$ cat src/rtl/systolic_writeback.sv
// ---------------------------------------------------------------------------
// systolic_writeback
//
// Purpose:
//   Drain stage of the systolic array. Each array row delivers its results as
//   an independent stream (D[r] qualified by valid_D[r]); this block turns
//   every accepted beat into a write to bank r of the banked result memory.
//   Each lane counts its own beats and tiles, so the one-cycle row-to-row
//   skew of the array drain needs no alignment logic. A small FSM tracks the
//   writeback of a whole MxM result matrix and pulses done at its end.
//
// Ports:
//   clk      in   clock
//   rst      in   synchronous active-high reset
//   D        in   [D_W_ACC-1:0] x N1 result data, one entry per array row
//   valid_D  in   [N1-1:0] per-row result valid
//   wr_en    out  [N1-1:0] per-bank write enable (registered)
//   wr_addr  out  [$clog2(M*M/N1)-1:0] x N1 per-bank write address
//   wr_data  out  [D_W_ACC-1:0] x N1 per-bank write data
//   busy     out  matrix writeback in progress
//   done     out  one-cycle pulse once the full matrix has been written
//
// Configuration:
//   WB_RELU_EN  when defined, negative results are written as zero (ReLU).
//               Addressing and timing are the same either way.
// ---------------------------------------------------------------------------
module systolic_writeback #(
  parameter int D_W_ACC = 16,
  parameter int N1      = 4,
  parameter int N2      = 4,
  parameter int M       = 8
) (
  input  logic                             clk,
  input  logic                             rst,
  input  logic [D_W_ACC-1:0]               D       [N1],
  input  logic [N1-1:0]                    valid_D,
  output logic [N1-1:0]                    wr_en,
  output logic [$clog2((M*M)/N1)-1:0]      wr_addr [N1],
  output logic [D_W_ACC-1:0]               wr_data [N1],
  output logic                             busy,
  output logic                             done
);

  // Bank depth and the tile grid as seen by one lane.
  localparam int AW = $clog2((M*M)/N1);
  localparam int TC = M / N2;   // tiles per tile row
  localparam int TR = M / N1;   // tile rows
  localparam int KW = (N2 > 1) ? $clog2(N2) : 1;
  localparam int CW = (TC > 1) ? $clog2(TC) : 1;
  localparam int RW = (TR > 1) ? $clog2(TR) : 1;

  typedef enum logic [1:0] {
    IDLE,
    ACTIVE,
    DONE
  } state_t;

  // Per-lane counters. tileRow/tileCol together form the lane's tile index
  // (t = tileRow*TC + tileCol); keeping them split avoids a divider.
  logic [KW-1:0]      beat_q    [N1];
  logic [KW-1:0]      beat_d    [N1];
  logic [CW-1:0]      tileCol_q [N1];
  logic [CW-1:0]      tileCol_d [N1];
  logic [RW-1:0]      tileRow_q [N1];
  logic [RW-1:0]      tileRow_d [N1];
  logic [N1-1:0]      finNow;

  logic [AW-1:0]      laneAddr  [N1];
  logic [D_W_ACC-1:0] laneData  [N1];

  logic [N1-1:0]      wrEn_q;
  logic [AW-1:0]      wrAddr_q  [N1];
  logic [D_W_ACC-1:0] wrData_q  [N1];

  logic [N1-1:0]      laneFin_q;
  logic [N1-1:0]      laneFin_d;
  state_t             state_q;
  logic               busy_q;
  logic               done_q;

  // Counter next-state and address generation for every lane. The last PE
  // column drains first, so beat k lands in tile column N2-1-k. A lane that
  // wraps its final tile flags finNow for the matrix-completion tracking.
  always_comb begin
    for (int r = 0; r < N1; r++) begin
      beat_d[r]    = beat_q[r];
      tileCol_d[r] = tileCol_q[r];
      tileRow_d[r] = tileRow_q[r];
      finNow[r]    = 1'b0;

      laneAddr[r] = AW'(tileRow_q[r]) * AW'(M)
                  + AW'(tileCol_q[r]) * AW'(N2)
                  + (AW'(N2 - 1) - AW'(beat_q[r]));

      if (valid_D[r]) begin
        if (beat_q[r] == KW'(N2 - 1)) begin
          beat_d[r] = '0;
          if (tileCol_q[r] == CW'(TC - 1)) begin
            tileCol_d[r] = '0;
            if (tileRow_q[r] == RW'(TR - 1)) begin
              tileRow_d[r] = '0;
              finNow[r]    = 1'b1;
            end else begin
              tileRow_d[r] = tileRow_q[r] + 1'b1;
            end
          end else begin
            tileCol_d[r] = tileCol_q[r] + 1'b1;
          end
        end else begin
          beat_d[r] = beat_q[r] + 1'b1;
        end
      end
    end
  end

  // Write data path: optionally clamp negative accumulator values to zero.
  always_comb begin
    for (int r = 0; r < N1; r++) begin
`ifdef WB_RELU_EN
      laneData[r] = D[r][D_W_ACC-1] ? '0 : D[r];
`else
      laneData[r] = D[r];
`endif
    end
  end

  // Lane registers. Address and data only load on an accepted beat so that
  // they hold their last values while wr_en is low.
  always_ff @(posedge clk) begin
    if (rst) begin
      wrEn_q <= '0;
      for (int r = 0; r < N1; r++) begin
        beat_q[r]    <= '0;
        tileCol_q[r] <= '0;
        tileRow_q[r] <= '0;
        wrAddr_q[r]  <= '0;
        wrData_q[r]  <= '0;
      end
    end else begin
      wrEn_q <= valid_D;
      for (int r = 0; r < N1; r++) begin
        beat_q[r]    <= beat_d[r];
        tileCol_q[r] <= tileCol_d[r];
        tileRow_q[r] <= tileRow_d[r];
        if (valid_D[r]) begin
          wrAddr_q[r] <= laneAddr[r];
          wrData_q[r] <= laneData[r];
        end
      end
    end
  end

  // Finished-lane flags are sticky until the DONE cycle wipes them. A lane
  // completing during DONE itself still gets recorded for the next matrix.
  always_comb begin
    laneFin_d = ((state_q == DONE) ? '0 : laneFin_q) | finNow;
  end

  // Matrix-level FSM with registered busy/done. The completion test uses the
  // registered finish flags, which places done one cycle after the final
  // lane's last write enable.
  always_ff @(posedge clk) begin
    if (rst) begin
      state_q   <= IDLE;
      laneFin_q <= '0;
      busy_q    <= 1'b0;
      done_q    <= 1'b0;
    end else begin
      laneFin_q <= laneFin_d;
      case (state_q)
        IDLE: begin
          done_q <= 1'b0;
          if (|valid_D) begin
            state_q <= ACTIVE;
            busy_q  <= 1'b1;
          end else begin
            busy_q  <= 1'b0;
          end
        end
        ACTIVE: begin
          if (&laneFin_q) begin
            state_q <= DONE;
            busy_q  <= 1'b0;
            done_q  <= 1'b1;
          end else begin
            busy_q  <= 1'b1;
            done_q  <= 1'b0;
          end
        end
        DONE: begin
          state_q <= IDLE;
          busy_q  <= 1'b0;
          done_q  <= 1'b0;
        end
        default: begin
          state_q <= IDLE;
          busy_q  <= 1'b0;
          done_q  <= 1'b0;
        end
      endcase
    end
  end

  assign wr_en   = wrEn_q;
  assign wr_addr = wrAddr_q;
  assign wr_data = wrData_q;
  assign busy    = busy_q;
  assign done    = done_q;

endmodule

$ cat config.mk
export PLATFORM = sky130hd
export DESIGN_NAME = systolic_writeback
export DESIGN_NICKNAME = d
export VERILOG_FILES = /design/src/rtl/systolic_writeback.sv
export SDC_FILE = /design/constraint.sdc
export NUM_CORES = 1
export LEC_CHECK = 0
export CORE_ASPECT_RATIO = 1.5
export CORE_UTILIZATION = 46
export DETAILED_ROUTE_END_ITERATION = 12
export HOLD_SLACK_MARGIN = 0.03
export PLACE_DENSITY = 0.92
export SLEW_MARGIN = 0
export SYNTH_ARGS = -nofsm -noshare
export SYNTH_HDL_FRONTEND = slang
export SYNTH_SLANG_ARGS = --single-unit
$ cat constraint.sdc
create_clock -name clk -period 2.65 [get_ports clk]
set_input_delay 0.53 -clock clk [delete_from_list [all_inputs] [get_ports clk]]
set_output_delay 0.53 -clock clk [all_outputs]
set_load 0.02 [all_outputs]
==> out/qor.txt, run 1 <==
fin cells = 630
post-route antenna net violation count = 0
Buf+Inv Stages, Crit Path = 1
Stages on worst setup path = 1
Inst Count DP = 615
worst hold path cell count = 2
Avg WL per Cell = 14.8 um
Die Span X = 77.0 um
share of cells above drive strength 1 = 4.57%
I/O Pins = 156
final worst-path cycle share = 69.7%
actual slew at the worst max-slew pin = 0.622 ns
hold path start = laneFin_q[1]$_SDFF_PP0_
max-slew violations = 0
largest net degree at the start of global routing = 64
Distinct cells, synth = 23
die area = 8810 um2
Pre-antenna DRT Iters = 4
layout net count = 595
worst reg2reg endpoint = state_q[0]$_SDFFE_PP0P_
Final WS setup = 0.802 ns
Clock Latency Late Sink = 0.33 ns
Die Span Y = 114 um
Worst Path Required = 2.12 ns
core area = 8110 um2
Power Density = 613 nW/um2
Critical Path Max Stage Delay = 0.64 ns
post-synth top area share = 55.7%
FF-to-FF setup slack = 1.60 ns
routability cong. = 0.762
endpoints failing hold = 0
RSZ-0062 raised after global routing = no
Final HPWL DP = 6850 um
clk sinks = 108
Setup TNS Final = 0 ns
Static Leak = 2.41 nW
total track usage = 21.4%
gr ovfl total = 0
residual DRC count = 0
Max Fanout on Critical Path = 2
antenna fix cells = 0
synthesized area = 3880 um2
vias per std cell = 4.94
Synth Net Count = 445
slowest CP cell = clkdlybuf4s50_1
Worst EP arrival = 1.32 ns
slew margin rel. = 58.5%
row count = 40
Max Fclk = 541 MHz
Critical Path Sink Type = output pin
CTS tree = yes
post-cts resize count = 0
clock-pin slew on the worst setup and hold paths = 0.06 ns
Post-synth EDFFs = 0
Yosys reg bits = 108
fin crit period = 1.85 ns
crit-path cells = clkdlybuf4s50_1
status = completed
Hold-fix buffers, CTS = 0
Routed WL = 9310 um
ys flop type = dfxtp_1
most area-consuming cells after synthesis = dfxtp_1 56%, mux2i_1 20%, nor2_1 9.0%
clock root buffer = clkbuf_16
FF-to-FF path depth = 2
vias in the first global route = 3,134
delay-heaviest family, CP = buffers and inverters
YS warnings = 0
Max Root-Sink Buffers = 2
Initial Utilization = 47.9%
max_cap viols = 0
most frequent cells in the layout = 153 x clkdlybuf4s50_1, 108 x dfxtp_1, 93 x nor2_1
total CTS buffers = 9
area leader, netlist = dfxtp_1
H-Tree Level Count = 3
Post-CTS Setup Bufs = 0
Setup Viol. Count Final = 0
kind of critical path = flip-flop to output pin
pre-CTS setup slack = 0.745 ns
syn avg cell area = 10.5 um2
Mapped Cells = 371
Peak supply drop = 410 uV
FFs w/ async S/R, synth = 0%
Port Buffer Count = 155
antenna violations before repair = 0
Startpoint Class = flip-flop
sequential area share after synthesis = 55.7%
most common cell after layout, fill and taps aside = clkdlybuf4s50_1
worst r2r src = laneFin_q[2]$_SDFF_PP0_
WHS Endpoint = laneFin_q[1]$_SDFF_PP0_
global-route wire length before repair = 14,700 um
clk_skew = 0.00393 ns
P&R area growth vs syn = 48.4%
Worst Hold Class = flip-flop to flip-flop
initial DRC count = 134
Vias = 3,113
report_power, final:
group | switching, mW | internal [mW]
Clock | 0.543 | 0.685
Sequential | 0.0475 | 1.71
Combinational | 0.252 | 0.295
Total | 0.842 | 2.69
layout make-up:
type | count | area (um2)
clock buffer | 14 | 264
clock inverter | 1 | 7.51
fill | 630 | 2350
inverter | 2 | 7.51
multi-input combinational | 237 | 1580
sequential | 108 | 2160
tap | 105 | 131
timing repair buffer | 163 | 1600
flip-flops by register name, indices dropped and copies added (netlist names), 2 cells and up:
register   flops
wr_en          4
laneFin_q      4
tileRow_q      4
tileCol_q      4
wr_data       64
wr_addr       16
beat_q         8
state_q        2
through the flow:
stage | instance area (um2) | utilization (%) | power (mW) | hold slack, ns
after global routing | 5760 | 71.0 | 3.68 | 0.476
after global placement | 5490 | 67.7 | 2.32 | 0.439
after detailed placement | 5490 | 67.7 | 2.34 | 0.442
after CTS | 5760 | 71.0 | 3.57 | 0.462
after floorplan | 3880 | - | 2.06 | 0.428
final | 5760 | 71.0 | 3.53 | 0.461
per-layer routing:
layer  routed length, um  part of all wire, %  vias to the layer above  global-route usage (%)
li1                    -                    -                     1531                       -
met1                3580                   38                     1457                    22.5
met2                5000                   54                      100                    40.0
met3                 404                  4.3                       25                    3.51
met4                 325                  3.5                        0                    12.2
met5                   0                    0                        -                       0
Yosys cell counts (2+ instances only):
cell	instances
dfxtp_1	108
nor2_1	93
mux2i_1	78
buf_2	13
nand2b_1	13
a21oi_1	8
xor2_1	8
nand3_1	7
clkbuf_1	6
nand4_1	5
buf_4	4
ha_1	4
nand2_1	4
nor2b_1	4
o21a_1	4
a2111oi_1	2
a211oi_1	2
and3_1	2
inv_1	2
cells by family (layout without fill, tap and decap cells):
group,count (synthesis),in the layout,share of synthesized area [%]
buf+inv,26,180,3.51
compound gates,16,16,2.71
xor+xnor,8,8,1.81
flops,108,108,55.7
simple gates,131,131,14.8
fa+ha+maj,4,4,1.29
mux,78,78,20.1
worst max path at each step:
stage | start | end
4_1_cts | wr_data[44]$_SDFFE_PP0P_ | wr_data[44]
3_3_place_gp | valid_D[2] | busy$_SDFF_PP0_
2_1_floorplan | valid_D[1] | busy$_SDFF_PP0_
3_5_place_dp | valid_D[1] | tileCol_q[1]$_SDFFE_PP0P_
5_1_grt | wr_addr[10]$_SDFFE_PP0P_ | wr_addr[10]
6_report | wr_addr[2]$_SDFFE_PP0P_ | wr_addr[2]
(Power assumes the default switching activity.)
==> inputs of run 2 (changes only) <==
--- a/config.mk
+++ b/config.mk
@@ -6,10 +6,10 @@
 export NUM_CORES = 1
 export LEC_CHECK = 0
 export CORE_ASPECT_RATIO = 1.5
-export CORE_UTILIZATION = 46
+export CORE_UTILIZATION = 43
 export DETAILED_ROUTE_END_ITERATION = 12
 export HOLD_SLACK_MARGIN = 0.03
-export PLACE_DENSITY = 0.92
+export PLACE_DENSITY = 0.88
 export SLEW_MARGIN = 0
 export SYNTH_ARGS = -nofsm -noshare
 export SYNTH_HDL_FRONTEND = slang
==> constraint.sdc (replaced) <==
create_clock -name clk -period 1.9 [get_ports clk]
set_input_delay 0.38 -clock clk [delete_from_list [all_inputs] [get_ports clk]]
set_output_delay 0.38 -clock clk [all_outputs]
set_load 0.02 [all_outputs]
==> run 2 against run 1 <==
  * Design area is 0.52% higher
  * Non-clock buffer count is 2 lower
  * Routed wire length is 3.0% lower
  * Final cell count is 0.32% higher
  * Hold slack worse by 0.011 ns
  * Clock skew hardly changed
  * Critical endpoint is now wr_data[45]
  * Largest cell class unchanged
  * Highest routed layer unchanged
==> out/qor.txt, run 2 (synthesis gave the netlist of run 1 again) <==
status = completed
antenna fix cells = 0 (unchanged)
Max Root-Sink Buffers = 2 (unchanged)
endpoints failing hold = 0 (unchanged)
Reg area = 2160 um2 (unchanged)
residual DRC count = 0 (unchanged)
total track usage = 19.8% (-1.6 points)
Peak supply drop = 654 uV (+59%)
Stages on worst setup path = 1 (unchanged)
slew margin rel. = 62.3% (+3.8 points)
final worst-path cycle share = 89.4%
Setup TNS Final = 0 ns (unchanged)
core area = 8780 um2 (+8.2%)
post-route antenna net violation count = 0 (unchanged)
fin cells = 632 (+0.32%)
Final WS setup = 0.202 ns (-0.600 ns)
vias in the first global route = 3,200 (+2.1%)
clk_skew = 0.00442 ns (+0.000498 ns)
fill count = 699 (+11%)
max_cap viols = 0 (unchanged)
row count = 42 (+5.0%)
Final HPWL DP = 6490 um (-5.4%)
kind of critical path = flip-flop to output pin
Startpoint Class = flip-flop
clk sinks = 108 (unchanged)
global-route wire length before repair = 14,500 um (-1.8%)
delay-heaviest family, CP = buffers and inverters
Inst Count DP = 618 (+0.49%)
Post-CTS Setup Bufs = 0 (unchanged)
gr ovfl total = 0 (unchanged)
Clock Latency Late Sink = 0.33 ns (about the same)
max-slew violations = 0 (unchanged)
Tot Pwr = 4.96 mW (+41%)
slowest CP cell = clkdlybuf4s50_1
FF-to-FF path depth = 2 (unchanged)
crit-path cells = clkdlybuf4s50_1
Critical Path Max Stage Delay = 0.63 ns (about the same)
clock-pin slew on the worst setup and hold paths = 0.07 ns (about the same)
pre-CTS setup slack = 0.179 ns (-0.565 ns)
post-cts resize count = 0 (unchanged)
Pre-antenna DRT Iters = 4 (unchanged)
Initial Utilization = 44.2% (-3.6 points)
share of cells above drive strength 1 = 4.21% (-0.36 points)
P&R area growth vs syn = 49.2%
actual slew at the worst max-slew pin = 0.565 ns (-0.0567 ns)
Power Density = 857 nW/um2 (+40%)
Worst Hold Class = flip-flop to flip-flop
Avg WL per Cell = 14.3 um (-3.3%)
most frequent cells in the layout = 153 x clkdlybuf4s50_1, 108 x dfxtp_1, 93 x nor2_1
Die Span X = 79.6 um (+3.3%)
Port Buffer Count = 155 (unchanged)
largest net degree at the start of global routing = 57 (-11%)
layout net count = 593 (-0.34%)
Setup Viol. Count Final = 0 (unchanged)
H-Tree Level Count = 3 (unchanged)
Vias = 3,062 (-1.6%)
RSZ-0062 raised after global routing = no
fin crit period = 1.70 ns
area occupied by multi-input gates = 1580 um2 (unchanged)
Max Fclk = 589 MHz
clock root buffer = clkbuf_16
Static Leak = 2.42 nW (+0.43%)
most common cell after layout, fill and taps aside = clkdlybuf4s50_1
Buf+Inv Stages, Crit Path = 1 (unchanged)
die area = 9420 um2 (+6.8%)
worst hold path cell count = 2 (unchanged)
Max Fanout on Critical Path = 2 (unchanged)
Critical Path Sink Type = output pin
Die Span Y = 118 um (+3.4%)
CTS tree = yes
Worst EP arrival = 1.32 ns (about the same)
initial DRC count = 174 (+30%)
total CTS buffers = 9 (unchanged)
Routed WL = 9030 um (-3.0%)
routability cong. = 0.749 (-1.6%)
final core occ = 66.0% (-5.1 points)
antenna violations before repair = 0 (unchanged)
Largest register FFs = 64 (unchanged)
I/O Pins = 156 (unchanged)
vias per std cell = 4.84 (-1.9%)
Worst Path Required = 1.52 ns (-0.60 ns)
Hold-fix buffers, CTS = 0 (unchanged)
run 2: cell count changes in the layout (fill, tap and decap cells not counted):
cell | previous run | this run
buf_4 | 9 | 4
buf_12 | 0 | 3
clkbuf_8 | 2 | 0
clkinv_2 | 0 | 2
bufinv_16 | 0 | 1
clkbuf_1 | 3 | 2
clkinvlp_4 | 1 | 0
run 2: per-stage QoR:
stage               area [um2]  hold slack (ns)
floorplan                 3880            0.428
global placement          5520            0.441
detailed placement        5520            0.444
CTS                       5790            0.453
global route              5790            0.483
finish                    5790            0.450
run 2: worst register-to-register path: cells and delay by family, from the launching register on:
family	cells	cell delay, ns
AO/OA/AOI/OAI	1	0.40
flip-flops	1	0.31
AND/OR/NAND/NOR	1	0.24
run 2: path summary, 6_finish.rpt:
check                           start                       to  slack [ns]
max reg2reg   laneFin_q[2]$_SDFF_PP0_          busy$_SDFF_PP0_        0.84
max          wr_data[45]$_SDFFE_PP0P_              wr_data[45]        0.20
min           laneFin_q[3]$_SDFF_PP0_  laneFin_q[3]$_SDFF_PP0_        0.45
min reg2reg   laneFin_q[3]$_SDFF_PP0_  laneFin_q[3]$_SDFF_PP0_        0.45
run 2: routing by layer:
layer  routed length, um  vias up  part of all wire (%)  GRT usage (%)
li1                    -     1523                     -              -
met1                3530     1423                    39           20.3
met2                4760       97                    53           36.0
met3                 470       19                   5.2           4.56
met4                 264        0                   2.9           10.8
met5                   0        -                     0              0
run 2: layout make-up:
| type | instances | area share [%] |
|---|---|---|
| Tap cell | 110 | 2.38 |
| Sequential cell | 108 | 37.4 |
| Inverter | 2 | 0.130 |
| Clock inverter | 3 | 0.692 |
| Clock buffer | 11 | 4.02 |
| Multi-Input combinational cell | 237 | 27.3 |
| Timing Repair Buffer | 161 | 28.1 |
run 2: power by group:
group	switching [mW]	total [mW]	internal, mW
registers	0.0663	2.45	2.38
clock network	0.743	1.75	1.00
logic	0.349	0.768	0.418
total	1.16	4.96	3.80
==> inputs of run 3 (changes only) <==
--- a/config.mk
+++ b/config.mk
@@ -6,10 +6,10 @@
 export NUM_CORES = 1
 export LEC_CHECK = 0
 export CORE_ASPECT_RATIO = 1.5
-export CORE_UTILIZATION = 43
+export CORE_UTILIZATION = 39
 export DETAILED_ROUTE_END_ITERATION = 12
 export HOLD_SLACK_MARGIN = 0.03
-export PLACE_DENSITY = 0.88
+export PLACE_DENSITY = 0.84
 export SLEW_MARGIN = 0
 export SYNTH_ARGS = -nofsm -noshare
 export SYNTH_HDL_FRONTEND = slang
==> constraint.sdc (replaced) <==
create_clock -name clk -period 1.4 [get_ports clk]
set_input_delay 0.28 -clock clk [delete_from_list [all_inputs] [get_ports clk]]
set_output_delay 0.28 -clock clk [all_outputs]
set_load 0.02 [all_outputs]
==> run 3 against run 2 <==
  * Critical path depth is the same
  * Clock skew grew 0.00098 ns
  * Design area grew 0.50%
  * Sequential power grew 36%
  * Non-clock buffer count grew 5
  * Sequential cell count is the same
  * Via count grew 1.5%
  * Combinational power grew 25%
  * Critical endpoint is now wr_addr[2]
==> out/qor.txt, run 3 (synthesis gave the netlist of run 1 again) <==
status = completed
Final HPWL DP = 6720 um (+3.6%)
endpoints failing hold = 0 (unchanged)
kind of critical path = flip-flop to output pin
actual slew at the worst max-slew pin = 0.400 ns (-0.165 ns)
vias per std cell = 4.83 (-0.23%)
Critical Path Start = wr_addr[2]$_SDFFE_PP0P_
clock root buffer = clkbuf_16
most frequent cells in the layout = 108 x dfxtp_1, 93 x nor2_1, 86 x dlygate4sd2_1
max_cap viols = 0 (unchanged)
share of cells above drive strength 1 = 5.49% (+1.3 points)
Vias = 3,108 (+1.5%)
sequential power share = 46.5% (-2.8 points)
Power Density = 1230 nW/um2 (+43%)
Critical Path Max Stage Delay = 0.38 ns (-0.25 ns)
Max Fclk = 749 MHz
residual DRC count = 0 (unchanged)
clock group share of total power = 40.0% (+4.8 points)
slew margin rel. = 73.3% (+11 points)
pre-CTS setup slack = -0.185 ns (-0.364 ns)
I/O Pins = 156 (unchanged)
post-route antenna net violation count = 0 (unchanged)
area occupied by multi-input gates = 1580 um2 (unchanged)
Die Span Y = 124 um (+4.9%)
Routed WL = 9050 um (+0.19%)
core area = 9690 um2 (+10%)
worst r2r src = laneFin_q[2]$_SDFF_PP0_
DP Area = 5580 um2 (+1.2%)
Initial Utilization = 40.0% (-4.2 points)
layout net count = 598 (+0.84%)
P_sw = 1.63 mW (+40%)
max-slew violations = 0 (unchanged)
Logic pwr share = 13.5% (-2.0 points)
hold path start = rst
most common cell after layout, fill and taps aside = dfxtp_1
CTS tree = yes
fin crit period = 1.34 ns
Max Root-Sink Buffers = 2 (unchanged)
Largest register FFs = 64 (unchanged)
Startpoint Class = flip-flop
die area = 10,400 um2 (+10%)
Worst Hold Class = input pin to flip-flop
post-cts resize count = 86 (+86)
RSZ-0062 raised after global routing = no
fill count = 833 (+19%)
antenna violations before repair = 0 (unchanged)
Avg WL per Cell = 14.1 um (-1.5%)
P&R area growth vs syn = 49.9%
vias in the first global route = 3,093 (-3.3%)
Final WS setup = 0.0643 ns (-0.138 ns)
Worst Path Required = 1.12 ns (-0.40 ns)
Pint = 5.51 mW (+45%)
Peak supply drop = 706 uV (+8.1%)
Hold-fix buffers, CTS = 0 (unchanged)
largest net degree at the start of global routing = 38 (-33%)
Max Fanout on Critical Path = 2 (unchanged)
gr ovfl total = 0 (unchanged)
final core occ = 60.0% (-5.9 points)
Port Buffer Count = 155 (unchanged)
Reg area = 2160 um2 (unchanged)
Worst EP arrival = 1.06 ns (-0.26 ns)
Sw Ratio = 22.8% (-0.54 points)
H-Tree Level Count = 3 (unchanged)
Die Span X = 83.4 um (+4.9%)
initial DRC count = 130 (-25%)
Buf+Inv Stages, Crit Path = 1 (unchanged)
antenna fix cells = 0 (unchanged)
routability cong. = 0.711 (-5.1%)
Pre-antenna DRT Iters = 4 (unchanged)
Post-CTS Setup Bufs = 0 (unchanged)
clk sinks = 108 (unchanged)
row count = 44 (+4.8%)
global-route wire length before repair = 14,400 um (-0.57%)
Finished Cell Area = 5820 um2 (+0.50%)
Clock Latency Late Sink = 0.34 ns (about the same)
clock-pin slew on the worst setup and hold paths = 0.06 ns (about the same)
slowest CP cell = dlygate4sd2_1
crit-path cells = dlygate4sd2_1
total CTS buffers = 9 (unchanged)
total track usage = 17.6% (-2.2 points)
Static Leak = 2.80 nW (+16%)
delay-heaviest family, CP = buffers and inverters
final worst-path cycle share = 95.4%
clk_skew = 0.00541 ns (+0.000984 ns)
Critical Path Sink Type = output pin
Setup Viol. Count Final = 0 (unchanged)
run 3: changes by cell type in the layout (fill, tap and decap cells not counted):
cell and delta:
dlygate4sd2_1 +86, clkinvlp_4 +1, clkdlybuf4s50_1 -86, clkinv_2 -2, clkbuf_1 -1, buf_4 +3, clkbuf_8 +1, buf_12 +2
bufinv_16 +2
run 3: routing by layer:
layer	vias up	wire length, um	GRT usage [%]
met5	-	0	0
met4	0	209	8.47
met3	14	418	4.37
met2	81	4850	32.7
met1	1476	3570	18.8
li1	1537	-	-
run 3: final cells by class:
cell class,instances,share of cell area [%]
clock buffer,11,4.17
multi-input combinational,237,27.2
inverter,2,0.129
clock inverter,4,1.68
sequential,108,37.2
timing repair buffer,166,27.2
tap,115,2.47
run 3: per-stage QoR:
stage / total power, mW / instances / setup TNS, ns / hold WS, ns
CTS: 7.22 / 643 / 0 / 0.333
finish: 7.13 / 643 / 0 / 0.343
global placement: 4.43 / 628 / -3.95 / 0.440
detailed placement: 4.46 / 628 / -5.66 / 0.445
floorplan: 3.89 / 371 / 0 / 0.427
global route: 7.44 / 643 / 0 / 0.350
run 3: path summary, 6_finish.rpt:
path,to,slack [ns],depth (start not counted)
worst max-delay path,wr_addr[2],0.06,1
worst min-delay path,wr_data[63]$_SDFFE_PP0P_,0.34,2
worst max register to register,state_q[0]$_SDFFE_PP0P_,0.35,2
worst min register to register,laneFin_q[1]$_SDFF_PP0_,0.45,2
run 3: power by group through the flow:
stage	Sequential, mW	Clock [mW]	Combinational (mW)
floorplan	3.55	0	0.345
global placement	3.38	0	1.04
detailed placement	3.39	0	1.07
CTS	3.32	2.93	0.975
global route	3.34	3.07	1.04
finish	3.32	2.86	0.963
